==> config.mk <==
export PLATFORM = sky130hd
export DESIGN_NAME = glb_arbiter
export DESIGN_NICKNAME = d
export VERILOG_FILES = /design/src/rtl/glb_arbiter.sv
export SDC_FILE = /design/constraint.sdc
export NUM_CORES = 1
export LEC_CHECK = 0
export ABC_AREA = 1
export CAP_MARGIN = 5
export CORE_AREA = 2 2 113 115
export DETAILED_ROUTE_END_ITERATION = 16
export DIE_AREA = 0 0 115 117
export PLACE_DENSITY = 0.81
export SYNTH_ARGS = -nofsm -noshare
export SYNTH_HDL_FRONTEND = slang
export SYNTH_SLANG_ARGS = --single-unit
==> constraint.sdc <==
create_clock -name clk -period 3.3 [get_ports clk]
set_input_delay 0.825 -clock clk [delete_from_list [all_inputs] [get_ports clk]]
set_output_delay 0.825 -clock clk [all_outputs]
set_load 0.01 [all_outputs]
==> src/rtl/glb_arbiter.sv <==
`default_nettype none
// ============================================================================
//  Module   : glb_arbiter
//  Purpose  : Round-robin arbiter sharing the single-port GLB between
//             NUM_REQ requesters, with locked bursts capped at MAX_BURST
//             beats and read-data routing back to the issuing requester.
//  Revision : 1.0 - initial release
// ============================================================================
module glb_arbiter #(
  parameter int NUM_REQ   = 3,
  parameter int MAX_BURST = 16
) (
  input  logic                  clk,
  input  logic                  rst,
  input  logic [NUM_REQ-1:0]    req_valid,
  output logic [NUM_REQ-1:0]    req_ready,
  input  logic [4*NUM_REQ-1:0]  req_we,
  input  logic [16*NUM_REQ-1:0] req_addr,
  input  logic [32*NUM_REQ-1:0] req_wdata,
  input  logic [NUM_REQ-1:0]    req_last,
  output logic [NUM_REQ-1:0]    rsp_valid,
  output logic [31:0]           rsp_rdata,
  output logic [3:0]            glb_w_en,
  output logic [15:0]           glb_address,
  output logic [31:0]           glb_write_data,
  input  logic [31:0]           glb_read_data,
  output logic [2:0]            grant_id,
  output logic                  locked
);

  typedef enum logic [0:0] {
    ST_IDLE   = 1'b0,
    ST_LOCKED = 1'b1
  } state_e;

  // Beat counter needs to hold MAX_BURST itself (up to 256).
  localparam logic [8:0] C_MAX_BURST = 9'(MAX_BURST);
  localparam logic [2:0] C_LAST_ID   = 3'(NUM_REQ - 1);
  localparam logic [3:0] C_NUM_REQ   = 4'(NUM_REQ);

  state_e             state_q, state_d;
  logic [2:0]         ptr_q, ptr_d;
  logic [2:0]         grant_id_q, grant_id_d;
  logic [8:0]         count_q, count_d;
  logic [NUM_REQ-1:0] rsp_valid_q, rsp_valid_d;

  logic               accept;
  logic [2:0]         sel;
  logic [3:0]         cand;
  logic               sel_last;
  logic [8:0]         count_inc;

  // Pick the beat to accept: the lock owner if locked, else round-robin from ptr+1.
  always_comb begin
    accept = 1'b0;
    sel    = grant_id_q;
    cand   = '0;
    if (state_q == ST_LOCKED) begin
      for (int i = 0; i < NUM_REQ; i++) begin
        if (grant_id_q == 3'(i) && req_valid[i]) begin
          accept = 1'b1;
        end
      end
    end else begin
      for (int k = 1; k <= NUM_REQ; k++) begin
        cand = {1'b0, ptr_q} + 4'(k);
        if (cand >= C_NUM_REQ) begin
          cand = cand - C_NUM_REQ;
        end
        for (int i = 0; i < NUM_REQ; i++) begin
          if (!accept && cand == 4'(i) && req_valid[i]) begin
            accept = 1'b1;
            sel    = 3'(i);
          end
        end
      end
    end
  end

  // Steer the accepted beat onto the GLB port; idle port is driven to zero.
  always_comb begin
    req_ready      = '0;
    glb_w_en       = 4'b0000;
    glb_address    = 16'h0000;
    glb_write_data = 32'h0000_0000;
    sel_last       = 1'b0;
    for (int i = 0; i < NUM_REQ; i++) begin
      if (accept && sel == 3'(i)) begin
        req_ready[i]   = 1'b1;
        glb_w_en       = req_we[4*i +: 4];
        glb_address    = req_addr[16*i +: 16];
        glb_write_data = req_wdata[32*i +: 32];
        sel_last       = req_last[i];
      end
    end
  end

  // Next-state: lock on a non-final beat, release on last or when the burst cap is hit.
  always_comb begin
    state_d     = state_q;
    ptr_d       = ptr_q;
    grant_id_d  = grant_id_q;
    count_d     = count_q;
    rsp_valid_d = '0;
    count_inc   = ((state_q == ST_LOCKED) ? count_q : 9'd0) + 9'd1;
    if (accept) begin
      grant_id_d = sel;
      if (glb_w_en == 4'b0000) begin
        rsp_valid_d = req_ready;
      end
      if (sel_last || count_inc == C_MAX_BURST) begin
        // In LOCKED, sel is the owner, so ptr moves to the owner on release.
        state_d = ST_IDLE;
        ptr_d   = sel;
        count_d = '0;
      end else begin
        state_d = ST_LOCKED;
        count_d = count_inc;
      end
    end
  end

  // State registers; reset abandons any burst and drops a pending response.
  always_ff @(posedge clk) begin
    if (rst) begin
      state_q     <= ST_IDLE;
      ptr_q       <= C_LAST_ID;
      grant_id_q  <= 3'd0;
      count_q     <= 9'd0;
      rsp_valid_q <= '0;
    end else begin
      state_q     <= state_d;
      ptr_q       <= ptr_d;
      grant_id_q  <= grant_id_d;
      count_q     <= count_d;
      rsp_valid_q <= rsp_valid_d;
    end
  end

  assign rsp_valid = rsp_valid_q;
  assign rsp_rdata = glb_read_data;
  assign grant_id  = grant_id_q;
  assign locked    = (state_q == ST_LOCKED);

endmodule
`default_nettype wire

==> impl_metrics.tcl <==
set metrics [dict create \
    outcome "finished, violations left" \
    failed_checks "setup timing" \
    wire_per_inst_microns 18.2 \
    worst_r2r_path_depth 34 \
    grt_pass1_vias 4298 \
    netlist_instances 474 \
    r2r_setup_slack_ns -0.44 \
    nets 958 \
    fin_setup_tns_ns -39.85 \
    grt_pass1_wl_mm 23.0 \
    min_period_ns 4.07 \
    routed_wl_mm 16.4 \
    fp-row-count 41 \
    syn_nets 679 \
    drc 0 \
    hold_depth 2 \
    synth_edf_count 0 \
    ys_async_sr_fraction 0 \
    yosysUniqueCellTypes 38 \
    power_density_mw_per_mm2 1330 \
    fin_util 0.543 \
    crit_fanout 7 \
    nFillCells 1132 \
    io_buffer_count 225 \
    ys_top_cells_by_area "nand2_1 24%, dfxtp_1 13%, a22oi_1 10%" \
    crit_buf_inv 9 \
    syn_area_per_cell_sq_um 6.02 \
    synth_seq_cells 19 \
    rr_endpoint "rsp_valid[2]$_SDFF_PP0_" \
    syn_area_sq_mm 0.00285 \
    worst-slew-pin-transition_ns 0.840 \
    dp.cells 844 \
    multi_input_area_sq_mm 0.00252 \
    setup_viol 60 \
    yosysTopAreaCell "nand2_1" \
    critical_path_arrival_ns 3.24 \
    pin_count 290 \
    cp-end-kind "output pin" \
    ant_nets 0 \
    ir_drop_mv 0.544 \
    fin_crit_sh 1.23 \
    required_ns 2.47 \
    hold_viol_final 0 \
    yosysTopAreaCellShare 0.242 \
    clk_latency_ns 0.26 \
    routed_via_density 4.78 \
    slew_viol_final 0 \
    dieArea_sq_mm 0.0135 \
    critPathSlowestCell "dfxtp_4" \
    hold_path_class "reg2reg" \
    seqCellArea_sq_um 389 \
    clock_sinks 19 \
    fin_hold_ws_ns 0.462 \
    whs_endpoint "count_q[8]$_SDFFE_PP0P_" \
    p_leak_uw 0.00299 \
    die-width_microns 115 \
    r2r_start "ptr_q[1]$_SDFFE_PP1P_" \
    synth_most_common_cell "nand2_1" \
    crit_family "simple AND/OR/NAND/NOR gates" \
    grt-ovfl-total 0 \
    layoutNonFillerInstCount 903 \
    fin_skew_ns 0.00159 \
    cts_tree "yes" \
    timing.fmax_mhz 246 \
    dp_slack_ns -1.06 \
    crit_type "reg2out" \
    hold_buffers 0 \
    cts_buffers 3 \
    max_cap_violations 0 \
    area.growth.synth_to_final_pct 134 \
    hpwl_mm 11.6 \
    min_from "count_q[8]$_SDFFE_PP0P_" \
    yosysWarnings 0 \
    clk_pin_slew_ns 0.06 \
    coreArea_sq_mm 0.0123 \
    finalWeightedCongestion 0.893 \
    ys_seq_area_frac 0.133 \
    clockBufferDepth 2 \
    antenna_found_initial 1 \
    slew_headroom 0.433 \
    drtIter0Drc 269 \
    grt_max_degree 21 \
    rsz0062_at_grt "true" \
    cts.htree.levels 1 \
    grt_usage 0.226 \
    cpPeakStageDelay_ns 0.37 \
    setup_slack_ns -0.766 \
    vias 4314 \
    startpoint_type "register" \
    firstDrtPassIters 4 \
    synth_common_cells "184 x nand2_1, 38 x a22oi_1, 34 x buf_4" \
    start_util 0.232 \
    synth-main-ff-cell "dfxtp_1" \
    clock-root-buffer "clkbuf_16" \
    drive_gt1_frac 0.419 \
    crit_top_cell "buf_6" \
    die_h_microns 117 \
]
-- power breakdown --
group	leakage (uW)	switching [uW]	total, uW	internal (uW)
combinational	0.00280	3930	8350	4410
sequential	0.000156	30.5	300	269
clock	0.0000409	97.0	260	163
-- how the worst max path moves through the flow --
stage / start / endpoint / slack (ns) / cells past startpoint
5_1_grt: ptr_q[1]$_SDFFE_PP1P_ / glb_write_data[19] / -0.96 / 24
3_3_place_gp: req_valid[0] / glb_address[6] / -1.03 / 17
3_5_place_dp: req_valid[1] / glb_write_data[7] / -1.06 / 19
4_1_cts: ptr_q[1]$_SDFFE_PP1P_ / glb_write_data[25] / -0.74 / 23
2_1_floorplan: ptr_q[1]$_SDFFE_PP1P_ / glb_address[10] / 0.01 / 18
6_report: ptr_q[1]$_SDFFE_PP1P_ / glb_write_data[28] / -0.77 / 26
-- area by class of cell --
type | count | share of cell area
inverters | 36 | 0.0228
repair buffers | 329 | 0.501
well taps | 150 | 0.0281
diodes | 1 | 0.000374
clock inverters | 1 | 0.000748
flip-flops and latches | 19 | 0.0582
clock buffers | 3 | 0.0112
multi-input cells | 364 | 0.377
-- layout by cell type (no fill, tap or decap), types with 5 or more instances in the layout --
master,n
clkbuf_16,5
a21oi_2,8
nand2_1,150
dfxtp_1,16
nand3_1,12
a21oi_1,9
nand3_2,9
buf_4,52
inv_1,21
nand2_4,14
inv_2,10
clkdlybuf4s50_1,168
buf_2,38
nand2_2,29
nand3_4,5
a22oi_2,45
nor2_4,8
nand4_1,14
nor2_1,19
buf_12,12
buf_16,10
buf_6,40
xor2_1,5
-- through the flow --
step                      area (sq um)  power, uW
after floorplan                   2880       3090
after global placement            5420       6220
after detailed placement          5420       6260
after CTS                         6400       8450
after global routing              6690       9510
final                             6690       8910
-- kinds of logic after synthesis --
kind of cell,synth area share
and+or+nand+nor,0.420
adders and majority gates,0.0395
buffers and inverters,0.181
DFF,0.133
xor gates and xnor gates,0.0272
AOI/OAI and AO/OA,0.200
-- state kept, by name (all words and copies together), names as in the netlist --
register,flops
count_q,9
grant_id,3
ptr_q,3
locked,1
rsp_valid,3
-- timing repair --
item                                    CTS  global route
gates cloned                             11             2
gates resized for setup                 351            61
endpoints found under the setup margin   55            71
buffers inserted                         39             7
pin swaps                                34            29
-- layer usage --
metal | part of all wire | up-vias | track usage
li1 | - | 2097 | -
met1 | 0.35 | 1979 | 0.251
met2 | 0.53 | 204 | 0.410
met3 | 0.075 | 34 | 0.0587
met4 | 0.042 | 0 | 0.0964
met5 | 0 | - | 0
-- worst register-to-register path: cells and delay by family, from the launching register on --
family / cells / cell delay [ns]
AND/OR/NAND/NOR: 18 / 1.47
AO/OA/AOI/OAI: 1 / 0.09
adder cells (fa/ha/maj): 1 / 0.15
flip-flops: 1 / 0.37
buffers and inverters: 14 / 1.59
No activity file was read; power rests on OpenSTA's default activity.
